File: config.mk
export PLATFORM = sky130hd
export DESIGN_NAME = hamming_rx_deser
export DESIGN_NICKNAME = d
export VERILOG_FILES = /design/src/rtl/hamming_pkg.sv /design/src/rtl/cw_hold_reg.sv /design/src/rtl/hamming_rx_deser.sv
export SDC_FILE = /design/constraint.sdc
export NUM_CORES = 1
export LEC_CHECK = 0
export CORE_MARGIN = 10
export CORE_UTILIZATION = 35
export CTS_CLUSTER_DIAMETER = 120
export DETAILED_ROUTE_END_ITERATION = 8
export DONT_BUFFER_PORTS = 1
export MAX_ROUTING_LAYER = met4
export SYNTH_ARGS = -nofsm -noshare
export SYNTH_HDL_FRONTEND = slang
export SYNTH_SLANG_ARGS = --single-unit
File: constraint.sdc
create_clock -name clk -period 3.1 [get_ports clk]
set_input_delay 0.775 -clock clk [delete_from_list [all_inputs] [get_ports clk]]
set_output_delay 0.775 -clock clk [all_outputs]
set_load 0.01 [all_outputs]
File: src/rtl/hamming_pkg.sv
// Shared Hamming(15,11) constants and helpers.
// Used by the encoder, the corrector and the receive deserialiser.
package hamming_pkg;

    localparam int CW_WIDTH    = 15;
    localparam int DATA_WIDTH  = 11;
    localparam int PARITY_BITS = 4;

    // Parity bit positions (1-based Hamming positions)
    localparam int P1_POS = 1;
    localparam int P2_POS = 2;
    localparam int P4_POS = 4;
    localparam int P8_POS = 8;

    // Where the cnt-th received bit lands inside a codeword register
    function automatic int cw_bit_index(
        input int cnt,
        input int width,
        input bit lsb_first
    );
        return lsb_first ? cnt : (width - 1 - cnt);
    endfunction

    // True when a 1-based Hamming position carries a parity bit
    function automatic bit is_parity_pos(input int pos);
        return (pos == P1_POS) || (pos == P2_POS) ||
               (pos == P4_POS) || (pos == P8_POS);
    endfunction

endpackage

File: src/rtl/cw_hold_reg.sv
// Single-entry valid/ready holding register.
// load_ok tells the producer a load this cycle will be taken.
module cw_hold_reg #(
    parameter int WIDTH = 15
) (
    input  logic             clk,
    input  logic             rst,
    input  logic             load,
    input  logic [WIDTH-1:0] din,
    input  logic             ready,
    output logic [WIDTH-1:0] dout,
    output logic             valid,
    output logic             load_ok
);

    // Slot is free now, or is being emptied this same cycle
    always_comb begin
        load_ok = !valid || ready;
    end

    // Load a new word, or drop valid once the held word is taken
    always_ff @(posedge clk) begin
        if (rst) begin
            dout  <= '0;
            valid <= 1'b0;
        end else if (load && load_ok) begin
            dout  <= din;
            valid <= 1'b1;
        end else if (ready) begin
            valid <= 1'b0;
        end
    end

endmodule

File: src/rtl/hamming_rx_deser.sv
// Serial-to-parallel front end of the Hamming(15,11) receiver.
// Assembles codewords, realigns on frame_start, counts dropped words.
module hamming_rx_deser
    import hamming_pkg::*;
#(
    parameter int CW_WIDTH  = hamming_pkg::CW_WIDTH,
    parameter int LSB_FIRST = 1,
    parameter int CNT_WIDTH = 8
) (
    input  logic                 clk,
    input  logic                 rst,
    input  logic                 bit_in,
    input  logic                 bit_valid,
    input  logic                 frame_start,
    output logic [CW_WIDTH-1:0]  cw_data,
    output logic                 cw_valid,
    input  logic                 cw_ready,
    output logic                 overrun,
    output logic                 realign,
    output logic [CNT_WIDTH-1:0] drop_count
);

    localparam int IDX_W = $clog2(CW_WIDTH);
    localparam logic [IDX_W-1:0] LAST_IDX = IDX_W'(CW_WIDTH - 1);

    logic [IDX_W-1:0]    bit_cnt;
    logic [IDX_W-1:0]    cnt_eff;
    logic [IDX_W-1:0]    wr_pos;
    logic [CW_WIDTH-1:0] asm_q;
    logic [CW_WIDTH-1:0] asm_next;
    logic                word_done;
    logic                load_ok;
    logic                realign_d;
    logic                overrun_d;
    logic                drop_ev;

    // A frame_start bit always restarts the word at slot 0
    always_comb begin
        cnt_eff = frame_start ? '0 : bit_cnt;
        wr_pos  = IDX_W'(cw_bit_index(int'(cnt_eff), CW_WIDTH,
                                      LSB_FIRST != 0));
    end

    // Word as it looks including this cycle's bit
    always_comb begin
        asm_next = (cnt_eff == '0) ? '0 : asm_q;
        asm_next[wr_pos] = bit_in;
    end

    // Completion, realignment and drop detection
    always_comb begin
        word_done = bit_valid && (cnt_eff == LAST_IDX);
        realign_d = bit_valid && frame_start && (bit_cnt != '0);
        overrun_d = word_done && !load_ok;
        drop_ev   = realign_d || overrun_d;
    end

    // Bit counter and assembly register advance only on valid bits
    always_ff @(posedge clk) begin
        if (rst) begin
            bit_cnt <= '0;
            asm_q   <= '0;
        end else if (bit_valid) begin
            bit_cnt <= word_done ? '0 : cnt_eff + 1'b1;
            asm_q   <= asm_next;
        end
    end

    // Registered event pulses and saturating drop counter
    always_ff @(posedge clk) begin
        if (rst) begin
            overrun    <= 1'b0;
            realign    <= 1'b0;
            drop_count <= '0;
        end else begin
            overrun <= overrun_d;
            realign <= realign_d;
            if (drop_ev && (drop_count != '1)) begin
                drop_count <= drop_count + 1'b1;
            end
        end
    end

    cw_hold_reg #(
        .WIDTH(CW_WIDTH)
    ) u_hold (
        .clk     (clk),
        .rst     (rst),
        .load    (word_done),
        .din     (asm_next),
        .ready   (cw_ready),
        .dout    (cw_data),
        .valid   (cw_valid),
        .load_ok (load_ok)
    );

endmodule
==> results of run 1 <==
final cells by class:
class	instances	area, sq um	share of cell area
repair buffers	1	7.51	0.00322
inverters	8	30.0	0.0129
clock inverters	2	35.0	0.0150
multi-input cells	192	1210	0.520
flip-flops and latches	44	881	0.377
clock buffers	6	72.6	0.0311
well taps	75	93.8	0.0402
per-layer routing:
| layer | GRT usage | up-vias |
|---|---|---|
| li1 | - | 917 |
| met1 | 0.127 | 834 |
| met2 | 0.155 | 33 |
| met3 | 0.0353 | 8 |
| met4 | 0.0419 | 0 |
| met5 | - | - |
through the flow:
step / util / instances / power [mW] / area [sq um]
floorplan: - / 261 / 0.650 / 2200
finish: 0.387 / 328 / 1.07 / 2330
global placement: 0.370 / 320 / 0.644 / 2230
CTS: 0.387 / 328 / 1.09 / 2330
global route: 0.387 / 328 / 1.11 / 2330
detailed placement: 0.370 / 320 / 0.645 / 2230
cells in the mapped netlist:
cell / instances / area share
a2111oi_0: 1 / 0.0040
and3_1: 1 / 0.0028
nand2_1: 14 / 0.024
nand4b_1: 7 / 0.028
a21oi_1: 21 / 0.048
a31oi_1: 2 / 0.0057
o21ai_0: 15 / 0.034
a21oi_2: 1 / 0.0040
o32a_1: 1 / 0.0046
nand3_1: 16 / 0.036
nor2_1: 30 / 0.051
inv_1: 8 / 0.014
o21bai_1: 1 / 0.0034
a211o_1: 2 / 0.0080
xnor2_1: 1 / 0.0040
dfxtp_1: 44 / 0.40
nand4_1: 1 / 0.0028
nor4_1: 1 / 0.0028
mux2_1: 4 / 0.020
ha_1: 5 / 0.028
buf_6: 1 / 0.0051
o21bai_2: 1 / 0.0051
mux2i_1: 4 / 0.018
buf_2: 6 / 0.014
or4_4: 1 / 0.0051
nor2b_1: 12 / 0.034
and4_1: 1 / 0.0040
nand3b_1: 1 / 0.0034
nand3_4: 2 / 0.016
clkbuf_1: 9 / 0.015
mux2_4: 1 / 0.0068
a221oi_2: 1 / 0.0068
nand2b_1: 13 / 0.037
a211oi_1: 16 / 0.055
nor3_1: 8 / 0.018
a32oi_1: 3 / 0.012
o211ai_1: 1 / 0.0034
and4b_2: 1 / 0.0051
buf_1: 1 / 0.0017
a311oi_1: 2 / 0.0080
power breakdown:
| part | switching (mW) | internal (mW) |
|---|---|---|
| Sequential | 0.00599 | 0.572 |
| Clock | 0.201 | 0.239 |
| Combinational | 0.0295 | 0.0242 |
| Total | 0.237 | 0.836 |
kinds of logic (layout without fill, tap and decap cells):
family,count (synthesis),after routing,synth area share
muxes,9,9,0.0455
adders and majority gates,5,5,0.0284
DFF,44,44,0.400
and+or+nand+nor,109,109,0.271
AOI/OAI and AO/OA,68,68,0.201
xor gates and xnor gates,1,1,0.00398
buffers and inverters,25,17,0.0495
worst register-to-register path: cells and delay by family (launching register included):
kind	cells	cell delay, ps
compound gates	1	300
simple gates	3	690
fa+ha+maj	1	330
mux	1	340
flops	1	370
sequential cells by signal, summed over array words and instances, names as in the netlist:
name and cells:
asm_q 14, bit_cnt 4, drop_count 8, overrun 1, realign 1, u_hold.dout 15, u_hold.valid 1
worst paths after layout:
kind	startpoint	to	slack, ps	cells past startpoint
min reg2reg	asm_q[12]	asm_q[12]	470	2
max	frame_start	drop_count[4]	910	6
min	asm_q[12]	asm_q[12]	470	2
max reg2reg	bit_cnt[1]	drop_count[4]	950	6
==> results_dict.tcl, run 1 <==
set metrics [dict create \
    outcome "complete, no violations" \
    power_density_nw_per_um2 459 \
    setup_viol 0 \
    syn_inst 261 \
    cts_max_level 2 \
    drv_cap 0 \
    rsz0062_at_grt "false" \
    dp_slack_ps 615 \
    grt_usage 0.104 \
    port_buffers 0 \
    cts_tree "done" \
    via_per_inst 5.46 \
    drive_above_1_share 0.0672 \
    grt_pass1_vias 1717 \
    cts_buffer_depth 2 \
    slowest_stage "mux2_1" \
    post-cts-setup-buffer-count 0 \
    cts-root-buf "clkbuf_8" \
    synth_nets 272 \
    min_period_ps 2190 \
    tns_ps 0 \
    critPathCaptureType "flip-flop" \
    coreArea_sq_um 6030 \
    die_w_microns 99.3 \
    ys_types 40 \
    ir_drop_uv 196 \
    post-route-period-util 0.707 \
    io_pins 32 \
    initial_core_util 0.365 \
    ant_nets 0 \
    clkLatencyLatePin_ps 300 \
    ys_seq_area_frac 0.400 \
    dpl.hpwl_microns 3390 \
    finalClockSkew_ps 4.22 \
    cts.sinks 44 \
    finalWeightedCongestion 0.854 \
    drt_first_iter_violations 73 \
    leakage_nw 0.776 \
    wl_met3_microns 315 \
    avgSynthCellArea_sq_um 8.43 \
    hp-class "flip-flop to flip-flop" \
    post_cts_resized 0 \
    crit_path_start_kind "input port" \
    wirelength_microns 4990 \
    worst_pin_slew_ps 589 \
    hold_violations 0 \
    ys_seq_elements 44 \
    highest_layer "met4" \
    slew_headroom 0.607 \
    gr-total-overflow 0 \
    critPathBufInv 0 \
    routedWlPerCell_microns 15.2 \
    final_common_cell "dfxtp_1" \
    path_delay_family "simple AND/OR/NAND/NOR gates" \
    cp_max_fo 17 \
    die_area_sq_um 9860 \
    fin_hold_ws_ps 469 \
    vias 1792 \
    antenna_found_initial 0 \
    firstDrtPassIters 4 \
    cts_made_buffers 5 \
    timing.fmax_mhz 456 \
    area_growth_pct 6.14 \
    grt_pass1_wl_microns 8460 \
    wl_met2_microns 2160 \
    synth_area_sq_um 2200 \
    routedLengthMet1_microns 2430 \
    critical_path_class "input port to flip-flop" \
    diodes 0 \
    drc_errors 0 \
    slowest_delay_ps 340 \
    path_cells "nor2b_1 -> ha_1 -> and4b_2 -> nand3_4 -> a211oi_1 -> mux2_1" \
    worst_slack_ps 909 \
    drv_slew 0 \
    fill_cells 642 \
    final_cell_mix "44 x dfxtp_1, 30 x nor2_1, 21 x a21oi_1" \
    grt_max_degree 52 \
    yosys_warnings 0 \
    finalNetCount 263 \
    cts.reportedPaths.clkPinSlew_ps 90 \
    cts_hold_buf 0 \
    arrival_ps 2380 \
    fp.dieH_microns 99.3 \
    placement_rows 28 \
    worstPathRequired_ps 3290 \
]
Power figures use the tool's default switching activity.
==> run 2, diff against run 1 <==
clock period = 1.9 ns   (was 3.1 ns; I/O delays follow)
==> run 2 against run 1 <==
Compared with the run above:
- wire length increased by 1.7%
- cell area increased by 8.2%
- sequential share of layout area decreased by 2.8 points
- register-to-register slack got worse by 840 ps
- sequential power increased by 63%
- total power increased by 54%
- combinational power increased by 110%
- die area unchanged
- via count increased by 2.9%
- critical endpoint is now drop_count[3]
- largest power group unchanged
- highest routed layer unchanged
==> results_dict.tcl, run 2 (same netlist as run 1, synthesis figures left out) <==
set metrics [dict create \
    timing.fmax_mhz 559 \
    drv_cap 0 \
    slew_headroom 0.656 \
    power_density_nw_per_um2 655 \
    post-route-period-util 0.941 \
    cts_buffer_depth 2 \
    outcome "complete, no violations" \
    port_buffers 0 \
    worst_slack_ps 113 \
    initial_core_util 0.365 \
    ir_drop_uv 351 \
    worstPathRequired_ps 2090 \
    leakage_nw 0.863 \
    ant_nets 0 \
    min-delay-start "rst" \
    min_to "bit_cnt[0]" \
    drc_errors 0 \
    dpl.hpwl_microns 3500 \
    fp.dieH_microns 99.3 \
    diodes 0 \
    r2r_slack_ps 110 \
    arrival_ps 1980 \
    firstDrtPassIters 4 \
    largest_reg_flops 15 \
    crit_path_start_kind "flip-flop" \
    hold_violations 0 \
    cts-root-buf "clkbuf_8" \
    top_regs "u_hold.dout: 15 flops, asm_q: 14 flops, drop_count: 8 flops" \
    final_cell_mix "43 x dfxtp_1, 30 x nor2_1, 21 x a21oi_1" \
    critPathCaptureType "flip-flop" \
    dp.cells 335 \
    cp_max_fo 5 \
    fill_cells 597 \
    final_cell_count_no_fill 346 \
    final_common_cell "dfxtp_1" \
    area_growth_pct 14.8 \
    cts_made_buffers 5 \
    report.power.total_mw 1.65 \
    reg2regPathDepth 6 \
    die_area_sq_um 9860 \
    cts_max_level 2 \
    worst_pin_slew_ps 513 \
    coreArea_sq_um 6030 \
    hp-class "input port to flip-flop" \
    setup_viol 0 \
    grt_usage 0.102 \
    critical_path_class "flip-flop to flip-flop" \
    cts.reportedPaths.clkPinSlew_ps 80 \
    dp_slack_ps 28.7 \
    die_w_microns 99.3 \
    gr-total-overflow 0 \
    cts.sinks 44 \
    path_cells "nor2b_4 -> ha_4 -> and4b_2 -> nand3_4 -> a211oi_4 -> mux2_4" \
    utilization 0.419 \
    r2r-start "bit_cnt[1]" \
    vias 1844 \
    io_pins 32 \
    drv_slew 0 \
    min_period_ps 1790 \
    top_register "u_hold.dout" \
    grt_pass1_vias 1723 \
    cts_tree "done" \
    holdPathStages 1 \
    finalNetCount 281 \
    grt_max_degree 52 \
    finalWeightedCongestion 0.831 \
    drt_first_iter_violations 109 \
    r2r_end "drop_count[3]" \
    grt_pass1_wl_microns 8310 \
    slowest_delay_ps 340 \
    finalClockSkew_ps 4.65 \
    via_per_inst 5.33 \
    antenna_found_initial 0 \
    routedWlPerCell_microns 14.7 \
    wirelength_microns 5070 \
    drive_above_1_share 0.166 \
    placement_rows 28 \
    slowest_stage "dfxtp_1" \
    clkLatencyLatePin_ps 290 \
]
-- run 2: metal layers --
metal	track usage	vias up	share of wire
met3	0.0298	6	0.059
li1	-	957	-
met5	-	-	0
met4	0.0397	0	0.010
met2	0.156	37	0.45
met1	0.124	844	0.48
-- run 2: worst max-delay path: cells and delay by family (launching register included) --
family                   cells  cell delay, ps
multiplexers                 1             310
flip-flops                   1             340
AO/OA/AOI/OAI                1             290
AND/OR/NAND/NOR              3             600
adder cells (fa/ha/maj)      1             140
-- run 2: where the power goes --
part	leakage (nW)	total (mW)	internal, mW	switching [mW]
Combinational	0.456	0.110	0.0545	0.0558
Clock	0.0510	0.603	0.290	0.313
Sequential	0.356	0.941	0.934	0.00696
Total	0.863	1.65	1.28	0.376
-- run 2: what timing repair did --
| action | 4_1_cts | 5_1_grt |
|---|---|---|
| gates resized for setup | 0 | 5 |
| hold buffers | 0 | 0 |
| setup endpoints to repair | 0 | 7 |
| buffers inserted | 0 | 2 |
-- run 2: how the worst max path moves through the flow --
stage | depth (start not counted) | start | slack, ps | end
6_report | 6 | bit_cnt[1] | 110 | drop_count[3]
5_1_grt | 6 | bit_cnt[1] | -20 | drop_count[7]
4_1_cts | 7 | bit_cnt[0] | 70 | drop_count[3]
3_5_place_dp | 6 | frame_start | 30 | drop_count[3]
3_3_place_gp | 6 | frame_start | 60 | drop_count[3]
2_1_floorplan | 7 | frame_start | -30 | drop_count[2]
-- run 2: cell type report --
| cell class | count | area [sq um] | area share |
|---|---|---|---|
| flip-flops and latches | 44 | 882 | 0.349 |
| clock buffers | 6 | 82.6 | 0.0327 |
| clock inverters | 2 | 10.0 | 0.00396 |
| well taps | 75 | 93.8 | 0.0371 |
| multi-input cells | 193 | 1280 | 0.507 |
| inverters | 8 | 30.0 | 0.0119 |
| repair buffers | 18 | 148 | 0.0584 |
-- run 2: metrics by stage --
stage	hold slack (ps)	TNS (ps)	cell area [sq um]
2_1_floorplan	442	-113	2250
3_3_place_gp	445	0	2390
3_5_place_dp	453	0	2390
4_1_cts	229	0	2480
5_1_grt	228	-22.4	2530
6_report	241	0	2530
